==> src/rtl/sccomp_run_ctrl.sv <==
// sccomp_run_ctrl: run/step/halt sequencer driving the sccomp clock enable.
// Define RUN_CTRL_WDOG_EN to build the stuck-pc watchdog halt.
module sccomp_run_ctrl #(
    parameter int PC_W      = 32,
    parameter int CNT_W     = 32,
    parameter int MAX_INSTR = 0,
    parameter int WDOG_CYC  = 16
) (
    input  logic             clk,
    input  logic             rst,
    input  logic             run_req,
    input  logic             step_req,
    input  logic             halt_req,
    input  logic             bp_en,
    input  logic [PC_W-1:0]  bp_addr,
    input  logic [PC_W-1:0]  pc,
    output logic             cpu_en,
    output logic [2:0]       state,
    output logic [CNT_W-1:0] retired,
    output logic             bp_hit,
    output logic             wdog_hit
);

    typedef enum logic [2:0] {
        IDLE  = 3'd0,
        RUN   = 3'd1,
        STEP  = 3'd2,
        HALT  = 3'd3,
        BREAK = 3'd4
    } state_t;

    state_t st;
    logic   skip;
    logic   bp_stop;
    logic   limit_stop;
    logic   start;
    logic   wd_fire;

    assign state      = st;
    assign bp_stop    = bp_en && (pc == bp_addr) && !skip;
    assign limit_stop = (MAX_INSTR != 0) &&
                        (retired == CNT_W'(MAX_INSTR));
    assign cpu_en     = (st == RUN && !bp_stop && !limit_stop) ||
                        (st == STEP);

    // a run/step request accepted from a stopped state
    assign start = (st == IDLE || st == HALT || st == BREAK) &&
                   !halt_req && (step_req || run_req);

    // sequencer state, retire counter, skip flag, breakpoint flag
    always_ff @(posedge clk) begin
        if (rst) begin
            st      <= IDLE;
            retired <= '0;
            bp_hit  <= 1'b0;
            skip    <= 1'b0;
        end else begin
            if (cpu_en) begin
                retired <= retired + CNT_W'(1);
                skip    <= 1'b0;
            end
            if (start)
                bp_hit <= 1'b0;
            unique case (st)
                RUN: begin
                    if (halt_req)
                        st <= HALT;
                    else if (bp_stop) begin
                        st     <= BREAK;
                        bp_hit <= 1'b1;
                    end else if (limit_stop)
                        st <= HALT;
                    else if (wd_fire)
                        st <= HALT;
                end
                STEP: st <= HALT;
                default: begin
                    if (halt_req)
                        st <= HALT;
                    else if (step_req) begin
                        st <= STEP;
                        if (st == BREAK)
                            skip <= 1'b1;
                    end else if (run_req) begin
                        st <= RUN;
                        if (st == BREAK)
                            skip <= 1'b1;
                    end
                end
            endcase
        end
    end

`ifdef RUN_CTRL_WDOG_EN
    localparam int WD_W = $clog2(WDOG_CYC + 1);

    logic [PC_W-1:0] pc_prev;
    logic [WD_W-1:0] wd_cnt;
    logic            wd_same;

    assign wd_same = (pc == pc_prev);
    assign wd_fire = (st == RUN) && cpu_en && wd_same &&
                     (wd_cnt == WD_W'(WDOG_CYC - 1));

    // track last executed pc and count repeats while running
    always_ff @(posedge clk) begin
        if (rst) begin
            pc_prev  <= '0;
            wd_cnt   <= '0;
            wdog_hit <= 1'b0;
        end else begin
            if (cpu_en)
                pc_prev <= pc;
            if (st != RUN || wd_fire)
                wd_cnt <= '0;
            else if (cpu_en)
                wd_cnt <= wd_same ? wd_cnt + WD_W'(1) : '0;
            if (wd_fire && !halt_req)
                wdog_hit <= 1'b1;
            else if (start)
                wdog_hit <= 1'b0;
        end
    end
`else
    logic unused_wdog;

    assign unused_wdog = (WDOG_CYC != 0);
    assign wd_fire     = 1'b0;
    assign wdog_hit    = 1'b0;
`endif

endmodule

==> config.mk <==
export PLATFORM = sky130hd
export DESIGN_NAME = sccomp_run_ctrl
export DESIGN_NICKNAME = d
export VERILOG_FILES = /design/src/rtl/sccomp_run_ctrl.sv
export SDC_FILE = /design/constraint.sdc
export NUM_CORES = 1
export LEC_CHECK = 0
export ABC_AREA = 1
export CORE_UTILIZATION = 40
export CTS_BUF_LIST = sky130_fd_sc_hd__clkbuf_8 sky130_fd_sc_hd__clkbuf_16
export DETAILED_ROUTE_END_ITERATION = 7
export GPL_TIMING_DRIVEN = 1
export PLACE_DENSITY = 0.85
export RECOVER_POWER = 100
export REMOVE_ABC_BUFFERS = 1
export SLEW_MARGIN = 20
export SYNTH_ARGS = -nofsm -noshare
export SYNTH_HDL_FRONTEND = slang
export SYNTH_SLANG_ARGS = --single-unit
export TNS_END_PERCENT = 1
==> constraint.sdc <==
create_clock -name clk -period 1.75 [get_ports clk]
set_clock_uncertainty 0.1 [all_clocks]
set_input_delay 0.35 -clock clk [delete_from_list [all_inputs] [get_ports clk]]
set_output_delay 0.35 -clock clk [all_outputs]
set_load 0.05 [all_outputs]
==> Yosys cells after proc, flatten, opt, wreduce, memory -nomap -nowiden <==
Cells that the tools add are included.
{ "totals": {"register_bits": 37, "latchBits": 0, "ram_bits": 0, "mem_bits_ro": 0, "input_bits": 70, "output_inout_bits": 38, "wordCells": 43, "memories": 0} }
{ "classes": {"addsub": 1, "multipliers": 0, "div": 0, "n_lt_le_gt_ge": 0, "eq_ne": 6, "shift": 0, "n_mux": 16, "bitwise": 0, "reduce_logical": 16} }
{ "op_table": {"columns": ["op", "n"], "rows": [
  ["$add 32x1->32 const B", 1],
  ["$eq 32x32->1", 1],
  ["$mux 3", 5],
  ["$mux 1", 10],
  ["$eq 3x2->1 const B", 2],
  ["$pmux 3 s2", 1],
  ["$logic_and 1x1->1", 5],
  ["$reduce_bool 5->1", 1],
  ["$logic_or 1x1->1", 4],
  ["$eq 3x1->1 const B", 1],
  ["$eq 3x3->1 const B", 1],
  ["$logic_not 1->1", 3],
  ["$logic_not 3->1", 1],
  ["$ne 3x3->1 const B", 1],
  ["$reduce_and 2->1", 1],
  ["$reduce_or 2->1", 1]
]} }

==> Logic depth before layout (Yosys ltp) <==
{ "logic_depth": {"word_depth": 12, "mapped_depth": 13, "ltp_nobuf": 13} }

==> Worst setup path before layout <==
OpenSTA, ideal clock, no wires.
{ "synth_path": {"kind": "register to output", "start": "reg st[0] (netlist: state[0])", "end": "out cpu_en", "arrival_ns": 1.710, "required_ns": 1.300, "slack_ns": -0.410, "stages_incl_launch_ff": 7, "path_buffers": 0, "path_cell_list": "dfxtp_1 inv_1 nor3_1 inv_1 nand2_1 nand2_4 inv_1"} }
{ "synth_between": {"elab_chain_cells": 3, "elab_cells_between_ends": 4} }
{ "synth_lines": {"columns": ["element", "line", "text"], "rows": [
  ["from (decl)", "32", "state_t st;"],
  ["from (signal assigned)", "53", "st <= IDLE;"],
  ["from (signal assigned)", "67", "st <= HALT;"],
  ["from (signal assigned)", "69", "st <= BREAK;"],
  ["$eq 3x1->1", "43", "assign cpu_en = (st == RUN && !bp_stop && !limit_stop) ||"],
  ["$logic_and 1x1->1", "43", null],
  ["$logic_or 1x1->1 (*)", "43", null],
  ["to (decl)", "17", "output logic cpu_en,"]
]} }
Every way passes the cells marked *; elsewhere a longest branch is shown, timed or not.

==> Final worst setup path <==
{ "layout_path": {"start": "in pc[5]", "end": "out cpu_en"} }
{ "layout_between": {"elab_chain_cells": 6} }
{ "layout_lines": {"columns": ["element", "line", "text"], "rows": [
  ["from (decl)", "16", "input logic [PC_W-1:0] pc,"],
  ["$eq 32x32->1", "40", "assign bp_stop = bp_en && (pc == bp_addr) && !skip;"],
  ["$logic_and 1x1->1 (2 in a row)", "40", null],
  ["$logic_not 1->1", "43", null],
  ["$logic_and 1x1->1", "43", null],
  ["$logic_or 1x1->1", "43", null]
]} }
Every way passes these cells.

==> flow_summary.yaml <==
outcome:
  status: "finished with violations"
  failed_checks: "negative setup slack"
global_route:
  grt.total_usage_pct: 25.41
  first_global_vias: 3934
  grt_max_degree: 32
  globalRoute.totalOverflow: 0
  antenna_found_initial: 0
  grt_pass1_wl_um: 17450
floorplanning:
  dieArea_um2: 8373
  io_pins: 108
  start_util_pct: 41.47
  core.rowCount: 32
  die_w_um: 91.51
  fp.dieH_um: 91.51
  core_area_um2: 7727
timing:
  timing.final.ws_setup_ns: -0.1507
  finalHoldViolations: 0
  maxSlewViolCount: 0
  period_minus_slack_ns: 1.901
  whs_ns: 0.3640
  fin_crit_sh_pct: 108.6
  rsz0062_at_grt: "true"
  fin_setup_tns_ns: -0.2074
  timing.fmax_ghz: 0.5261
  setup-violations-final: 3
logic_synthesis:
  netlist_area_um2: 3204
  ys_types: 33
  netlist_instances: 528
  ys_ff_latch: 37
  ys_seq_area_share_pct: 23.12
  ys_warn_count: 0
  avgSynthCellArea_um2: 6.069
clock_network:
  cts_buffers: 5
  clk-insertion-delay-late_ns: 0.30
  cts_buffer_depth: 2
  clk_pin_slew_ns: 0.08
  cts.sinks: 37
  cts-htree-levels: 2
  clockRootBuffer: "clkbuf_8"
  cts_tree: "built"
critical_path:
  critPathLaunchType: "primary input"
  required_ns: 1.30
  critical_path_arrival_ns: 1.45
  crit_type: "in -> out"
  cp_max_fo: 2
  end_kind: "primary output"
cells_and_area:
  fin_nets: 771
  fillerInstances: 599
  seq_area_um2: 747.0
  n_antenna_cell: 0
  layout_commonest_cell: "nand2_1"
  layout_common_cells: "145 x nand2_1, 76 x inv_1, 66 x buf_4, 43 x nand2_2"
  drive_gt1_share_pct: 43.79
  area_growth_pct: 65.09
  final_cell_area_um2: 5290
  multiInputGateArea_um2: 2246
place:
  port_buffers: 106
  post-dp-hpwl_um: 8192
  gp_congestion: 0.8855
  place_area_um2: 5091
pwr:
  cellLeakagePower_uw: 0.002451
  ir_worst_vdd_uv: 276.7
  power_density_nw_per_um2: 440.7
routing:
  vias_per_cell: 4.980
  route.detailed.drc: 0
  drtPass1Iterations: 5
  drt_wl_total_um: 11000
  drt_iter0_markers: 291
  vias: 3999
  wl_per_cell_um: 13.69
  ant_nets: 0
flow_run:
  maxCapViolCount: 0
hold_path:
  hp-class: "in -> reg"
[what timing repair did]
item / in CTS / in global routing
buffers inserted: 10 / 5
endpoints found under the setup margin: 37 / 37
hold buffers: 0 / 0
pin swaps: 67 / 50
gates resized for setup: 216 / 95
[final timing paths]
kind | slack, ns | from | depth (start not counted) | to
setup / recovery | -0.15 | pc[5] | 10 | cpu_en
hold / removal | 0.36 | rst | 2 | retired[5]
setup reg to reg | -0.02 | state[2] | 11 | retired[1]
hold reg to reg | 0.39 | retired[30] | 2 | retired[30]
[Yosys cell counts (all sizes together)]
library cell / n / area share [%]
nand2: 189 / 25
inv: 90 / 11
nor2: 51 / 6.2
nand3: 41 / 6.4
dfxtp: 37 / 23
a21oi: 36 / 9.0
xor2: 20 / 5.5
nor3: 18 / 3.6
xnor2: 13 / 3.6
buf: 11 / 2.5
nand4: 5 / 1.4
nand3b: 4 / 0.94
clkbuf: 3 / 0.35
and2: 2 / 0.39
o21bai: 2 / 0.47
conb: 1 / 0.12
ha: 1 / 0.39
nor4: 1 / 0.20
o211ai: 1 / 0.23
o31ai: 1 / 0.23
or2: 1 / 0.20
[critical path, cell delays in order]
cell and delay, ns:
buf_2 0.11, nand2_1 0.08, nand2_1 0.05, nor2_1 0.10
nand2_1 0.09, nor3_4 0.24, nand4_4 0.14, nand2_4 0.10
inv_4 0.04, buf_8 0.14
[metal layers]
| metal | share of wire, % | routed length [µm] | global-route usage (%) |
|---|---|---|---|
| met5 | 0 | 0 | 0 |
| met4 | 4.5 | 495 | 12.30 |
| met3 | 5.2 | 570 | 4.020 |
| met2 | 52 | 5693 | 47.43 |
| met1 | 39 | 4235 | 27.58 |
[through the flow]
step	cells	utilization, %	setup slack (ns)	power (µW)
2_1_floorplan	514	-	-1.266	1160
3_3_place_gp	780	65.88	-0.5265	1511
3_5_place_dp	780	65.88	-0.6455	1535
4_1_cts	798	67.28	-0.1738	2274
5_1_grt	803	68.46	-0.2553	2432
6_report	803	68.46	-0.1507	2331
[sequential cells by signal, summed over array words and instances, names as in the netlist]
register	flops
bp_hit	1
retired	32
skip	1
state	3
[kinds of logic (layout without fill, tap and decap cells)]
| group | Yosys count | in the layout | share of synthesized area, % |
|---|---|---|---|
| buffers and inverters | 104 | 277 | 13.35 |
| other | 1 | 1 | 0.1170 |
| and+or+nand+nor | 312 | 312 | 44.05 |
| adders and majority gates | 1 | 1 | 0.3904 |
| AOI/OAI and AO/OA | 40 | 40 | 9.957 |
| DFF | 37 | 37 | 23.12 |
| xor gates and xnor gates | 33 | 33 | 9.020 |
[cell type report]
cell class,instances,share of cell area [%]
multi-input combinational,387,42.46
timing repair buffer,179,32.40
sequential,37,14.12
inverter,90,6.433
tap,102,2.412
clock buffer,5,1.301
clock inverter,3,0.8751
[report_power, final]
part	total [µW]	leakage (µW)	switching, µW	internal [µW]
logic	700	0.00210	387	314
clock network	765	0.0000543	338	427
registers	866	0.000301	12.3	853
total	2330	0.00245	737	1590
Power figures use the tool's default switching activity.
